File: src/rtl/dem_dsm_quantizer.sv
// dem_dsm_quantizer: second-order error-feedback delta-sigma requantizer
// feeding the DEM switching tree, with an aligned pseudorandom bit.
module dem_dsm_quantizer #(
   parameter int          IN_WIDTH  = 12,
   parameter int          WIDTH     = 4,
   parameter logic [14:0] LFSR_SEED = 15'h0001
) (
   input  logic                clk_i,
   input  logic                reset_i,
   input  logic                sample_valid_i,
   input  logic [IN_WIDTH-1:0] din_i,
   input  logic                clear_ovl_i,
   output logic [WIDTH-1:0]    quantized_value_o,
   output logic                pn_seq_o,
   output logic                q_valid_o,
   output logic                overload_o
);
   localparam int SHIFT = IN_WIDTH - WIDTH;
   localparam int AW = IN_WIDTH + 3;
   localparam logic [14:0] SEED = (LFSR_SEED == 15'h0000) ? 15'h0001 : LFSR_SEED;
   localparam logic signed [AW-1:0] Q_MAX = AW'((1 << WIDTH) - 1);
   logic signed [AW-1:0] e1, e2, u, q_raw, e;
   logic [WIDTH-1:0] q;
   logic [14:0] lfsr;
   logic clamp_hi, clamp_lo, clamp, fb;
   always_comb begin
      u = $signed({3'b000, din_i}) + (e1 <<< 1) - e2;
      q_raw = u >>> SHIFT;
      clamp_hi = q_raw > Q_MAX;
      clamp_lo = q_raw[AW-1];
      clamp = clamp_hi || clamp_lo;
      q = clamp_lo ? '0 : clamp_hi ? '1 : q_raw[WIDTH-1:0];
      e = u - (q_raw <<< SHIFT);
      fb = lfsr[14] ^ lfsr[13];
   end
   // a clamp wipes both error taps so the loop cannot stay saturated
   always_ff @(posedge clk_i or negedge reset_i) begin
      if (!reset_i) begin
         quantized_value_o <= '0;
         pn_seq_o <= 1'b0;
         q_valid_o <= 1'b0;
         overload_o <= 1'b0;
         e1 <= '0;
         e2 <= '0;
         lfsr <= SEED;
      end else begin
         if (sample_valid_i) begin
            quantized_value_o <= q;
            pn_seq_o <= fb;
            lfsr <= {lfsr[13:0], fb};
            e1 <= clamp ? '0 : e;
            e2 <= clamp ? '0 : e1;
         end
         q_valid_o <= sample_valid_i;
         overload_o <= (sample_valid_i && clamp) || (overload_o && !clear_ovl_i);
      end
   end
endmodule

File: config.mk
export PLATFORM = sky130hd
export DESIGN_NAME = dem_dsm_quantizer
export DESIGN_NICKNAME = d
export VERILOG_FILES = /design/src/rtl/dem_dsm_quantizer.sv
export SDC_FILE = /design/constraint.sdc
export NUM_CORES = 1
export LEC_CHECK = 0
export ABC_AREA = 1
export CORE_ASPECT_RATIO = 0.8
export CORE_UTILIZATION = 46
export DETAILED_ROUTE_END_ITERATION = 8
export GPL_TIMING_DRIVEN = 0
export PLACE_DENSITY_LB_ADDON = 0.1
export REMOVE_ABC_BUFFERS = 1
export SYNTH_ARGS = -nofsm -noshare
export SYNTH_HDL_FRONTEND = slang
export SYNTH_SLANG_ARGS = --single-unit
File: constraint.sdc
create_clock -name clk_i -period 3.2 [get_ports clk_i]
set_input_delay 0.64 -clock clk_i [delete_from_list [all_inputs] [get_ports clk_i]]
set_output_delay 0.64 -clock clk_i [all_outputs]
set_load 0.02 [all_outputs]
==> impl_metrics.csv, run 1 <==
group,metric,value,unit
outcome,status,"complete, no violations",
sta,setup_viol,0,
global_routing,grt_pass1_vias,2067,
detailed_routing,antenna_left,0,
critical_path,regToRegSetupSlack,430,ps
sta,whs,442.7,ps
sta,finalClockSkew,3.387,ps
detailed_routing,vias,2197,
die,die_y,72.10,µm
synthesis,synth_seq_cells,39,
critical_path,start_kind,"primary input",
clock_tree,cts_sinks,39,
place,port_buffers,22,
detailed_routing,drt-total-wl,5702,µm
detailed_routing,drc,0,
synthesis,yosys.area.top_type_share,0.3366,
synthesis,synth-edff-count,0,
sta,fin_setup_tns,0,ps
clock_tree,cts.path.max_buffers,2,
clock_tree,clock_latency,290,ps
critical_path,path_class,"in2reg",
power_and_ir_drop,finalPower,1.961,mW
clock_tree,htreeDepth,2,
critical_path,worstPathMaxFanout,8,
clock_tree,hold_buffers,0,
synthesis,ys_types,29,
power_and_ir_drop,p_leak,1.761,nW
power_and_ir_drop,p_per_area,575.9,mW/mm²
die,start_util,0.4779,
synthesis,synth_cells,359,
detailed_routing,firstDrtPassIters,4,
detailed_routing,drt_iter0_drc,168,
layout,syn_to_final_growth,20.51,%
sta,finalCritPeriodShare,0.9866,
power_and_ir_drop,ir_worst_vdd,0.0002807,V
place,globalplace.congestion,0.8442,
die,coreArea,0.005912,mm²
synthesis,yosysTopAreaCell,"dfrtp_1",
synthesis,synthArstFlopShare,1.000,
global_routing,antenna_found_initial,0,
sta,slew_viol_final,0,
critical_path,endpoint_kind,"flop",
clock_tree,path_clk_slew,80,ps
place,dp_hpwl,3913,µm
clock_tree,tritoncts,"built",
min_path,hold_path_class,"in2async",
critical_path,max_stage_delay,530,ps
global_routing,grt_pass1_wl,9522,µm
synthesis,synth_area,0.002825,mm²
sta,maxSlewHeadroom,0.1863,
global_routing,grtUsageTotal,0.1924,
layout,nets,433,
layout,final_common_cell,"nand2_1",
detailed_routing,viasPerCell,4.655,
clock_tree,cts_root_buf,"clkbuf_8",
global_routing,grt_max_degree,40,
die,die_w,89.62,µm
critical_path,cpMaxStageDelayCell,"fa_1",
die,fp-row-count,25,
synthesis,avgSynthCellArea,7.870,µm²
layout,diodes,0,
layout,final_cell_mix,"nand2_1 (109), inv_1 (72), dfrtp_1 (38)",
die,die_area,0.006461,mm²
flow_run,drv_cap,0,
clock_tree,numCtsBuffers,5,
synthesis,yosysSeqAreaShare,0.3459,
sta,final.setup.worst_slack,43.03,ps
layout,layout-drive-gt1-share,0.1944,
critical_path,required,3430,ps
synthesis,synth_flop_cell,"dfrtp_1",
global_routing,grt-ovfl-total,0,
synthesis,synth.top_cells.by_area,"dfrtp_1 (34%), nand2_1 (15%), inv_1 (9.6%), ha_1 (8.0%), fa_1 (6.4%)",
sta,worst_pin_slew,1219,ps
sta,finalHoldViolCount,0,
sta,max_freq,316.8,MHz
detailed_routing,wl_per_cell,12.08,µm
die,io_pins,23,
place,preCtsSetupSlack,-881.9,ps
critical_path,arrival,3390,ps
synthesis,yosysWarnings,0,
critical_path,path_cells,"clkdlybuf4s50_1 -> inv_1 -> fa_1 -> inv_1 -> ha_2 -> fa_2 -> nand3_1 -> nand3_2 -> nand3_2 -> nand3_2 -> nand2_2 -> nand2_4 -> nor2_8 -> clkbuf_16 -> nand3_2 -> nand2_1",
critical_path,path_common_cell,"nand3_2",
sta,post-route-min-period,3157,ps
-- layer usage --
metal	GRT usage	vias to the layer above	part of all wire
li1	-	1147	-
met4	0.02646	0	0.0053
met3	0.03413	4	0.043
met2	0.2862	42	0.43
met5	0	-	0
met1	0.2990	1004	0.52
-- repair_timing --
action,in CTS,in global routing
gates resized for setup,4,14
setup endpoints to repair,20,20
endpoints found under the hold margin,0,0
buffers inserted,4,4
pin swaps,3,4
cloned,1,1
-- kinds of logic after synthesis --
kind of cell,count (synthesis),share of synthesized area
adder cells (fa/ha/maj),27,0.1435
XOR/XNOR,7,0.02170
flip-flops,39,0.3459
AND/OR/NAND/NOR,176,0.3100
AO/OA/AOI/OAI,26,0.05625
other,1,0.001327
buffers and inverters,83,0.1213
-- per-stage QoR --
step                      instances  utilization  area (µm²)
after floorplan                 351            -        2764
after global placement          454       0.5219        3085
after detailed placement        454       0.5211        3080
after CTS                       467       0.5534        3272
after global routing            472       0.5759        3405
final                           472       0.5759        3405
-- final timing paths --
| path | start | endpoint | cells past startpoint |
|---|---|---|---|
| worst max-delay path | din_i[1] | e2[1]$_DFFE_PN0P_ | 16 |
| worst min-delay path | reset_i | e2[4]$_DFFE_PN0P_ | 1 |
| worst max register to register | e1[0]$_DFFE_PN0P_ | e2[1]$_DFFE_PN0P_ | 15 |
| worst min register to register | e2[0]$_DFFE_PN0P_ | e2[0]$_DFFE_PN0P_ | 2 |
| max in group asynchronous | reset_i | quantized_value_o[0]$_DFFE_PN0P_ | 1 |
| min in group clk_i | e2[0]$_DFFE_PN0P_ | e2[0]$_DFFE_PN0P_ | 2 |
-- power breakdown --
group	switching, mW	internal (mW)	total, mW
clock network	0.192	0.235	0.428
registers	0.0452	0.569	0.614
logic	0.531	0.388	0.919
-- sequential cells by signal, summed over array words and instances, names as in the netlist --
| signal | count |
|---|---|
| lfsr | 15 |
| pn_seq_o | 1 |
| e2 | 9 |
| q_valid_o | 1 |
| e1 | 8 |
| overload_o | 1 |
| quantized_value_o | 4 |
-- cell usage after synthesis (2+ instances only) --
cell        n
a21oi_1     4
a21oi_2     4
buf_6       2
clkbuf_1    5
dfrtp_1    38
fa_1        9
ha_1       18
inv_1      72
inv_2       3
nand2_1   114
nand2_2     8
nand3_1    13
nand3_2    18
nand3b_1    2
nand4_1     4
nor2_1      9
nor2_2      4
o21ai_0    16
xnor2_1     4
xor2_1      3
-- worst max-delay path, delay by kind of cell --
| kind | cells | cell delay, ps |
|---|---|---|
| fa+ha+maj | 3 | 1110 |
| simple gates | 9 | 910 |
| buf+inv | 4 | 720 |
-- final cells by class --
type / count / area, µm²
Fill cell: 552 / 2507
Multi-Input combinational cell: 238 / 1604
Sequential cell: 39 / 977.2
Clock buffer: 5 / 68.82
Timing Repair Buffer: 31 / 325.3
Inverter: 75 / 281.5
Tap cell: 81 / 101.3
Clock inverter: 3 / 46.29
(Power assumes the default switching activity.)
==> run 2, diff against run 1 <==
Settings changed: CAP_MARGIN set to 20, GPL_TIMING_DRIVEN 0 to not set.
==> impl_metrics.csv, run 2 (synthesis results as in run 1) <==
group,metric,value,unit
sta,finalCritPeriodShare,0.9500,
critical_path,critical-path-top-delay-family,"adder cells",
die,start_util,0.4779,
sta,whs,456.6,ps
clock_tree,clock_latency,290,ps
flow_run,drv_cap,0,
place,postPlaceCellArea,0.003286,mm²
clock_tree,htreeDepth,2,
place,globalplace.congestion,0.8591,
sta,fin_setup_tns,0,ps
die,coreArea,0.005912,mm²
global_routing,grt-ovfl-total,0,
sta,setup_viol,0,
critical_path,arrival,3280,ps
power_and_ir_drop,finalPower,2.015,mW
detailed_routing,antenna_left,0,
sta,rsz0062_at_grt,"false",
layout,syn_to_final_growth,21.48,%
layout,nets,448,
critical_path,required,3440,ps
sta,max_freq,329.0,MHz
sta,post-route-min-period,3040,ps
sta,finalClockSkew,9.697,ps
critical_path,start_kind,"primary input",
global_routing,grtUsageTotal,0.1985,
power_and_ir_drop,p_per_area,587.0,mW/mm²
layout,final_cell_mix,"nand2_1 (113), inv_1 (72), dfrtp_1 (38)",
layout,nFillCells,560,
sta,final.setup.worst_slack,160.1,ps
detailed_routing,vias,2191,
detailed_routing,viasPerCell,4.499,
layout,largest_register_ffs,15,
detailed_routing,drt_iter0_drc,96,
critical_path,path_cells,"clkdlybuf4s50_1 -> inv_1 -> fa_1 -> inv_1 -> ha_1 -> fa_2 -> nand3_1 -> nand3_2 -> nand3_2 -> nand3_2 -> nand2_2 -> nand2_4 -> nor2_8 -> buf_4 -> nand3_2 -> nand2_1",
global_routing,grt_pass1_wl,9846,µm
clock_tree,cts_root_buf,"clkbuf_8",
critical_path,r2r-start,"e1[0]$_DFFE_PN0P_",
die,die_y,72.10,µm
layout,layout-drive-gt1-share,0.1995,
critical_path,path_class,"in2reg",
layout,final_common_cell,"nand2_1",
sta,slew_viol_final,0,
clock_tree,cts_sinks,39,
detailed_routing,firstDrtPassIters,4,
sta,maxSlewHeadroom,0.4098,
sta,worst_pin_slew,885.3,ps
min_path,hold_path_class,"in2async",
layout,final_cell_area,0.003432,mm²
critical_path,path_common_cell,"nand3_2",
critical_path,cp-startpoint,"din_i[1]",
clock_tree,hold_buffers,0,
critical_path,max_stage_delay,540,ps
outcome,status,"complete, no violations",
die,io_pins,23,
place,preCtsSetupSlack,-260.8,ps
sta,finalHoldViolCount,0,
power_and_ir_drop,ir_worst_vdd,0.0002551,V
layout,largestRegisters,"lfsr x15, e2 x9, e1 x8",
clock_tree,path_clk_slew,90,ps
power_and_ir_drop,p_leak,1.834,nW
layout,regMostFlops,"lfsr",
clock_tree,cts.path.max_buffers,2,
layout,final_util,0.5805,
place,dp_hpwl,4351,µm
layout,diodes,0,
detailed_routing,drt-total-wl,5613,µm
place,port_buffers,22,
critical_path,endpoint_kind,"flop",
critical_path,cpMaxStageDelayCell,"fa_1",
critical_path,crit_buf_inv,4,
clock_tree,numCtsBuffers,5,
clock_tree,tritoncts,"built",
global_routing,grt_max_degree,40,
global_routing,grt_pass1_vias,2111,
die,die_w,89.62,µm
global_routing,antenna_found_initial,0,
place,placed_cells,478,
layout,fin_cells,487,
detailed_routing,drc,0,
die,die_area,0.006461,mm²
detailed_routing,wl_per_cell,11.53,µm
die,fp-row-count,25,
critical_path,worstPathMaxFanout,4,
==> run 2: repair_timing <==
action                                 in CTS  in global routing
setup endpoints to repair                   0                 20
gates resized for setup                     0                  5
endpoints found under the hold margin       0                  0
setup buffers                               0                  1
==> run 2: final cells by class <==
| cell class | instances | area [µm²] | area share |
|---|---|---|---|
| clock inverter | 2 | 38.79 | 0.01130 |
| sequential | 39 | 977.2 | 0.2847 |
| timing repair buffer | 47 | 427.9 | 0.1247 |
| clock buffer | 6 | 82.58 | 0.02406 |
| multi-input combinational | 237 | 1523 | 0.4437 |
| inverter | 75 | 281.5 | 0.08203 |
| tap | 81 | 101.3 | 0.02953 |
==> run 2: layer usage <==
metal	GRT usage	wire (µm)	vias to the layer above
li1	-	-	1179
met1	0.3004	2990	983
met2	0.2921	2397	27
met3	0.05233	209	2
met4	0.02646	16	0
met5	0	0	-
==> run 2: where the power goes <==
| group | switching, mW | internal [mW] | total (mW) | leakage, nW |
|---|---|---|---|---|
| registers | 0.0454 | 0.569 | 0.614 | 0.513 |
| logic | 0.533 | 0.424 | 0.957 | 1.26 |
| clock network | 0.187 | 0.257 | 0.443 | 0.0618 |
==> run 2: path summary, 6_finish.rpt <==
path | to | slack, ps | cells past startpoint
min in group clk_i | lfsr[10]$_DFFE_PN0P_ | 490 | 2
worst max-delay path | e2[6]$_DFFE_PN0P_ | 160 | 16
max in group asynchronous | lfsr[9]$_DFFE_PN0P_ | 2180 | 1
worst min-delay path | e1[2]$_DFFE_PN0P_ | 460 | 1
worst max register to register | e2[6]$_DFFE_PN0P_ | 580 | 15
worst min register to register | lfsr[10]$_DFFE_PN0P_ | 490 | 2
